<file path="config.mk">
export PLATFORM = sky130hd
export DESIGN_NAME = alu_operand_ctrl
export DESIGN_NICKNAME = d
export VERILOG_FILES = /design/src/rtl/alu_operand_ctrl.sv
export SDC_FILE = /design/constraint.sdc
export NUM_CORES = 1
export LEC_CHECK = 0
export BUFFER_PORTS_ARGS = -buffer_cell sky130_fd_sc_hd__buf_2
export CORE_MARGIN = 5
export CORE_UTILIZATION = 39
export DETAILED_ROUTE_END_ITERATION = 8
export PLACE_DENSITY_LB_ADDON = 0.1
export REMOVE_ABC_BUFFERS = 1
export SYNTH_ARGS = -nofsm -noshare
export SYNTH_HDL_FRONTEND = slang
export SYNTH_SLANG_ARGS = --single-unit
</file>
<file path="constraint.sdc">
create_clock -name clk -period 3.41 [get_ports clk]
set_clock_uncertainty 0.2 [all_clocks]
set_input_delay 0.682 -clock clk [delete_from_list [all_inputs] [get_ports clk]]
set_output_delay 0.682 -clock clk [all_outputs]
set_load 0.1 [all_outputs]
</file>
<file path="src/rtl/alu_operand_ctrl.sv">
// Multicycle datapath sequencer: walks one instruction through
// fetch, decode, execute, memory and writeback. It drives the ALU
// operand selects and the PC, IR, memory and register-file strobes.
module alu_operand_ctrl #(
  parameter bit ILLEGAL_HALT = 1'b1
) (
  input  logic       clk,
  input  logic       reset,
  input  logic [5:0] opcode,
  input  logic [5:0] funct,
  input  logic       zero,
  output logic [1:0] alu_srcA,
  output logic [2:0] alu_srcB,
  output logic [2:0] alu_op,
  output logic       pc_write,
  output logic [1:0] pc_src,
  output logic       ir_write,
  output logic       mem_read,
  output logic       mem_write,
  output logic       iord,
  output logic       reg_write,
  output logic       reg_dst,
  output logic       mem_to_reg,
  output logic       aluout_write,
  output logic       illegal_op,
  output logic [3:0] state
);

  typedef enum logic [3:0] {
    S_FETCH      = 4'd0,
    S_FETCH_WAIT = 4'd1,
    S_DECODE     = 4'd2,
    S_EXEC_R     = 4'd3,
    S_WB_R       = 4'd4,
    S_EXEC_ADDI  = 4'd5,
    S_WB_I       = 4'd6,
    S_EXEC_BR    = 4'd7,
    S_ADDR       = 4'd8,
    S_MEM_RD     = 4'd9,
    S_MEM_WAIT   = 4'd10,
    S_WB_LW      = 4'd11,
    S_MEM_WR     = 4'd12,
    S_JUMP       = 4'd13,
    S_ILLEGAL    = 4'd14
  } state_t;

  localparam logic [5:0] OP_RTYPE = 6'h00;
  localparam logic [5:0] OP_J     = 6'h02;
  localparam logic [5:0] OP_BEQ   = 6'h04;
  localparam logic [5:0] OP_BNE   = 6'h05;
  localparam logic [5:0] OP_ADDI  = 6'h08;
  localparam logic [5:0] OP_LW    = 6'h23;
  localparam logic [5:0] OP_SW    = 6'h2B;

  localparam logic [5:0] FN_ADD = 6'h20;
  localparam logic [5:0] FN_SUB = 6'h22;
  localparam logic [5:0] FN_AND = 6'h24;

  state_t state_q, state_d;

  // State register; reset forces FETCH immediately so its outputs show during reset.
  always_ff @(posedge clk or posedge reset) begin
    if (reset) begin
      state_q <= S_FETCH;
    end else begin
      state_q <= state_d;
    end
  end

  // Next-state logic; opcode/funct only matter in DECODE and ADDR.
  always_comb begin
    state_d = S_FETCH;
    case (state_q)
      S_FETCH:      state_d = S_FETCH_WAIT;
      S_FETCH_WAIT: state_d = S_DECODE;
      S_DECODE: begin
        case (opcode)
          OP_RTYPE: begin
            if (funct == FN_ADD || funct == FN_SUB || funct == FN_AND) begin
              state_d = S_EXEC_R;
            end else begin
              state_d = S_ILLEGAL;
            end
          end
          OP_ADDI:         state_d = S_EXEC_ADDI;
          OP_BEQ, OP_BNE:  state_d = S_EXEC_BR;
          OP_LW, OP_SW:    state_d = S_ADDR;
          OP_J:            state_d = S_JUMP;
          default:         state_d = S_ILLEGAL;
        endcase
      end
      S_EXEC_R:     state_d = S_WB_R;
      S_WB_R:       state_d = S_FETCH;
      S_EXEC_ADDI:  state_d = S_WB_I;
      S_WB_I:       state_d = S_FETCH;
      S_EXEC_BR:    state_d = S_FETCH;
      S_ADDR:       state_d = (opcode == OP_LW) ? S_MEM_RD : S_MEM_WR;
      S_MEM_RD:     state_d = S_MEM_WAIT;
      S_MEM_WAIT:   state_d = S_WB_LW;
      S_WB_LW:      state_d = S_FETCH;
      S_MEM_WR:     state_d = S_FETCH;
      S_JUMP:       state_d = S_FETCH;
      S_ILLEGAL:    state_d = ILLEGAL_HALT ? S_ILLEGAL : S_FETCH;
      default:      state_d = S_FETCH;
    endcase
  end

  // Output decode; all Moore except the branch pc_write, which follows zero.
  always_comb begin
    alu_srcA     = 2'b00;
    alu_srcB     = 3'b000;
    alu_op       = 3'b000;
    pc_write     = 1'b0;
    pc_src       = 2'b00;
    ir_write     = 1'b0;
    mem_read     = 1'b0;
    mem_write    = 1'b0;
    iord         = 1'b0;
    reg_write    = 1'b0;
    reg_dst      = 1'b0;
    mem_to_reg   = 1'b0;
    aluout_write = 1'b0;
    illegal_op   = 1'b0;
    case (state_q)
      S_FETCH: begin
        mem_read = 1'b1;
        alu_srcB = 3'b001;
        alu_op   = 3'b001;
        pc_write = 1'b1;
      end
      S_FETCH_WAIT: begin
        ir_write = 1'b1;
      end
      S_DECODE: begin
        alu_srcB     = 3'b011;
        alu_op       = 3'b001;
        aluout_write = 1'b1;
      end
      S_EXEC_R: begin
        alu_srcA     = 2'b01;
        aluout_write = 1'b1;
        case (funct)
          FN_ADD:  alu_op = 3'b001;
          FN_SUB:  alu_op = 3'b010;
          FN_AND:  alu_op = 3'b011;
          default: alu_op = 3'b000;
        endcase
      end
      S_WB_R: begin
        reg_write = 1'b1;
        reg_dst   = 1'b1;
      end
      S_EXEC_ADDI, S_ADDR: begin
        alu_srcA     = 2'b01;
        alu_srcB     = 3'b010;
        alu_op       = 3'b001;
        aluout_write = 1'b1;
      end
      S_WB_I: begin
        reg_write = 1'b1;
      end
      S_EXEC_BR: begin
        alu_srcA = 2'b01;
        alu_op   = 3'b010;
        pc_src   = 2'b01;
        pc_write = ((opcode == OP_BEQ) && zero) || ((opcode == OP_BNE) && !zero);
      end
      S_MEM_RD: begin
        mem_read = 1'b1;
        iord     = 1'b1;
      end
      S_MEM_WAIT: begin
        iord = 1'b1;
      end
      S_WB_LW: begin
        reg_write  = 1'b1;
        mem_to_reg = 1'b1;
      end
      S_MEM_WR: begin
        mem_write = 1'b1;
        iord      = 1'b1;
      end
      S_JUMP: begin
        pc_write = 1'b1;
        pc_src   = 2'b10;
      end
      S_ILLEGAL: begin
        illegal_op = 1'b1;
      end
      default: begin
      end
    endcase
  end

  assign state = state_q;

endmodule

</file>
# Word-level counts from Yosys, hierarchy flattened
# Index checks and enable logic that the tools add are counted.
# word_totals
ff_bits	4
inputBits	15
out_inout_bits	24
word_cells	61
# classes
eq_ne	23
muxes	19
reduce_logical	18
# op_table
operator	n
4-bit case mux with 9 select lines	1
6-bit equality test, second input constant	5
4-bit equality test, second input constant	7
4-bit case mux with 5 select lines	1
2-bit case mux with 3 select lines	3
4-bit by 3-bit equality test with 1-bit output, second input constant	4
6-bit by 3-bit equality test with 1-bit output, second input constant	2
4-bit OR reduction	3
1-bit 2-to-1 mux	10
2-bit OR reduction	5
4-bit by 2-bit equality test with 1-bit output, second input constant	2
6-bit by 2-bit equality test with 1-bit output, second input constant	1
6-bit by 4-bit equality test with 1-bit output, second input constant	1
6-bit zero test	1
3-bit OR reduction	2
4-bit by 1-bit equality test with 1-bit output, second input constant	1
4-bit zero test	1
4-bit 2-to-1 mux	1
2-bit case mux with 2 select lines	1
1-bit logical OR	3
3-bit 2-to-1 mux	1
1-bit logical AND	2
1-bit case mux with 2 select lines	1
1-bit zero test	1

# Depth between registers and ports, before layout
# depth
ltp_word	6
mapped_depth	5
depth_no_buf	4

# Least setup slack after synthesis
# No wires, ideal clock.
# synth_path
path_type	reg-to-output
start	register state_q[0], in the netlist state[0]
end	output reg_write
arrival_time_ns	4.705
path_slack_ns	-2.177
path_stages_with_launch	5
n_path_buf	1
path_cell_list	dfrtp_1 clkbuf_1 nand2_1 nor3b_1 o21bai_1
# synth_via
elab_chain_cells	3
word_cells_on_any_way	5
classes_between	eq/ne (3); mux (1); reduce/logical (1)
# synth_lines
item	line_no	rtl
start, declared	59	state_t state_q, state_d;
start signal, assigned	66	state_q <= state_d;
4-bit equality test or 4-bit by 3-bit equality test with 1-bit output (tied branches)	124	case (state_q)
3-bit OR reduction (no source line) *	-	
1-bit 2-to-1 mux *	124	
end, declared	21	output logic reg_write,
# Mark *: on every way between the ends. The rest lies on a longest branch, timed or not.

# Worst setup path after layout
# layout_path
start	input funct[0]
end	output alu_op[0]
# layout_via
elab_chain_cells	3
word_cells_on_any_way	5
classes_between	eq/ne (3); mux (2)
# layout_lines
item	line_no	rtl
start, declared	10	input logic [5:0] funct,
6-bit equality test	142	case (funct)
2-bit case mux with 3 select lines *	142	
2-bit case mux with 3 select lines *	124	
end, declared	14	output logic [2:0] alu_op,
# Marks and branches as above.

==> impl_metrics.json <==
{
  "status": "completed",
  "hold_path_class": "in2async",
  "yosys.area_share.xor_xnor_pct": 5.35,
  "arrival_ps": 2230,
  "dp_hpwl_um": 1400,
  "drive_gt1_share_pct": 33.1,
  "grt_use_met3_pct": 2.03,
  "critical_path_required_ps": 2530,
  "clockBufferDepth": 2,
  "insertion_delay_ps": 230,
  "yosys_warnings": 0,
  "initial_core_util_pct": 42.5,
  "synthCells": 97,
  "tritoncts": "built",
  "grt_usage_pct": 14.5,
  "die_h_um": 51.0,
  "io_buffer_count": 35,
  "ys_types": 39,
  "synth_compound_area_share_pct": 34.0,
  "grt_pass1_vias": 729,
  "n_antenna_cell": 0,
  "grt_pass1_wl_um": 3090,
  "core_area_um2": 1540,
  "synth_area_leaders": "dfrtp_1, nor3_1, a21oi_1",
  "grtUsageMet2_pct": 23.8,
  "cap_violations": 0,
  "hold_viol": 0,
  "clock-sinks": 4,
  "synth_edf_count": 0,
  "pre_cts_ws_ps": 311,
  "multiInputGateArea_um2": 504,
  "setup_tns_ps": 0,
  "num_io_pins": 39,
  "worst_slack_ps": 303,
  "dr.pass1.iters": 4,
  "slew_viol_final": 0,
  "synthAdderAreaFrac_pct": 0,
  "drtIter0Drc": 6,
  "synthToLayoutAreaGrowth_pct": 29.1,
  "relSlewSlack_pct": 54.6,
  "synth.largest_area_cell": "dfrtp_1",
  "h-tree-depth": 1,
  "ys_ff_latch": 4,
  "critical_path_class": "in2out",
  "fin_crit_ps": 3110,
  "grt_overflow_total": 0,
  "ant_nets": 0,
  "ctsHoldBuffers": 0,
  "synth_mux_area_share_pct": 0,
  "end_kind": "primary output",
  "die_area_um2": 2600,
  "antenna_found_initial": 0,
  "finalWirelength_um": 1860,
  "syn_avg_cell_area_um2": 6.75,
  "grtUsageMet1_pct": 19.3,
  "clk_pin_slew_ps": 40,
  "synth_seq_area_share_pct": 15.3,
  "fp.dieW_um": 51.0,
  "regArea_um2": 100,
  "path_max_fanout": 2,
  "row_count": 14,
  "synthArstFlopShare_pct": 100,
  "root_buffer": "clkbuf_4",
  "largest_reg_flops": 4,
  "vias": 804,
  "cts-resized-gates": 0,
  "tightest_slew_ps": 681,
  "route.detailed.drc": 0,
  "via_per_inst": 5.62,
  "cts_buffers": 3,
  "grt.busiest_layer": "met2",
  "nets": 144,
  "synth_top_cell_area_share_pct": 15.3,
  "synth_top_family_by_area": "simple AND/OR/NAND/NOR gates",
  "clock.fmax_mhz": 322,
  "syn-cell-area_um2": 654,
  "start_kind": "input pin",
  "fillers": 168,
  "timing.final.crit_share_pct": 91.1,
  "final-setup-viol-count": 0,
  "gp_congestion": 0.804,
  "ys.flop_type": "dfrtp_1",
  "post_cts_buffers": 0,
  "rsz0062_at_grt": "false",
  "grt_max_degree": 24,
  "wl_per_cell_um": 13.0,
  "synthSimpleGateAreaFrac_pct": 35.9
}
## critical path: stages
cell	delay, ps
buf_2	100
or4b_1	560
o31a_1	260
o22a_1	170
o22ai_1	220
buf_12	220
## worst paths after layout
path / from / to / slack [ps] / cells after the start
min reg2reg: state[1]$_DFF_PP0_ / state[1]$_DFF_PP0_ / 650 / 2
min: reset / state[2]$_DFF_PP0_ / 110 / 2
max reg2reg: state[1]$_DFF_PP0_ / state[2]$_DFF_PP0_ / 1760 / 4
max: funct[0] / alu_op[0] / 300 / 6
max in group asynchronous: reset / state[3]$_DFF_PP0_ / 2750 / 2
min in group clk: opcode[4] / state[0]$_DFF_PP0_ / 590 / 4
## synth_stat cells (2+ instances only)
library cell and n:
nor3_1 10, nor2_1 9, a21oi_1 8, nand2_1 8, o21ai_0 7, clkbuf_1 6, dfrtp_1 4, buf_4 3
nand2b_1 3, nor4b_1 3, xor2_1 3, a21boi_0 2, and2_1 2, inv_1 2, o22ai_1 2, o41ai_1 2
## cells by family after synthesis
family                    Yosys count
AOI/OAI and AO/OA                  33
DFF                                 4
buffers and inverters              12
and+or+nand+nor                    43
other                               1
xor gates and xnor gates            4
## cell usage in the layout (no fill, tap or decap), drive strengths merged, types with 2 or more instances in the layout
| master | count |
|---|---|
| conb | 3 |
| nor3 | 10 |
| o21ai | 8 |
| o22ai | 2 |
| dfrtp | 4 |
| nor2 | 9 |
| a21oi | 9 |
| buf | 35 |
| inv | 2 |
| clkbuf | 3 |
| nand2b | 3 |
| o41ai | 3 |
| nand2 | 8 |
| nor4b | 3 |
| and2 | 2 |
| a21boi | 2 |
| xor2 | 3 |
## cell type report
type / count / share of cell area [%]
Multi-Input combinational cell: 83 / 59.7
Timing Repair Buffer: 35 / 22.5
Clock buffer: 3 / 2.67
Tap cell: 16 / 2.37
Sequential cell: 4 / 11.9
Inverter: 2 / 0.889
## per-stage QoR
step,instance area (um^2),utilization [%],instances,hold WS [ps]
4_1_cts,845,54.8,143,114
2_1_floorplan,612,-,89,248
5_1_grt,845,54.8,143,127
6_report,845,54.8,143,115
3_5_place_dp,822,53.3,140,365
3_3_place_gp,822,53.3,140,358
## routing by layer
metal | vias up | routed length (um)
met3 | 2 | 126
met1 | 361 | 831
met4 | 0 | 13
met2 | 22 | 884
li1 | 419 | -
met5 | - | 0
Power is not shown: default switching activity piles up to over one toggle a cycle in this logic, so the estimate is an artifact.
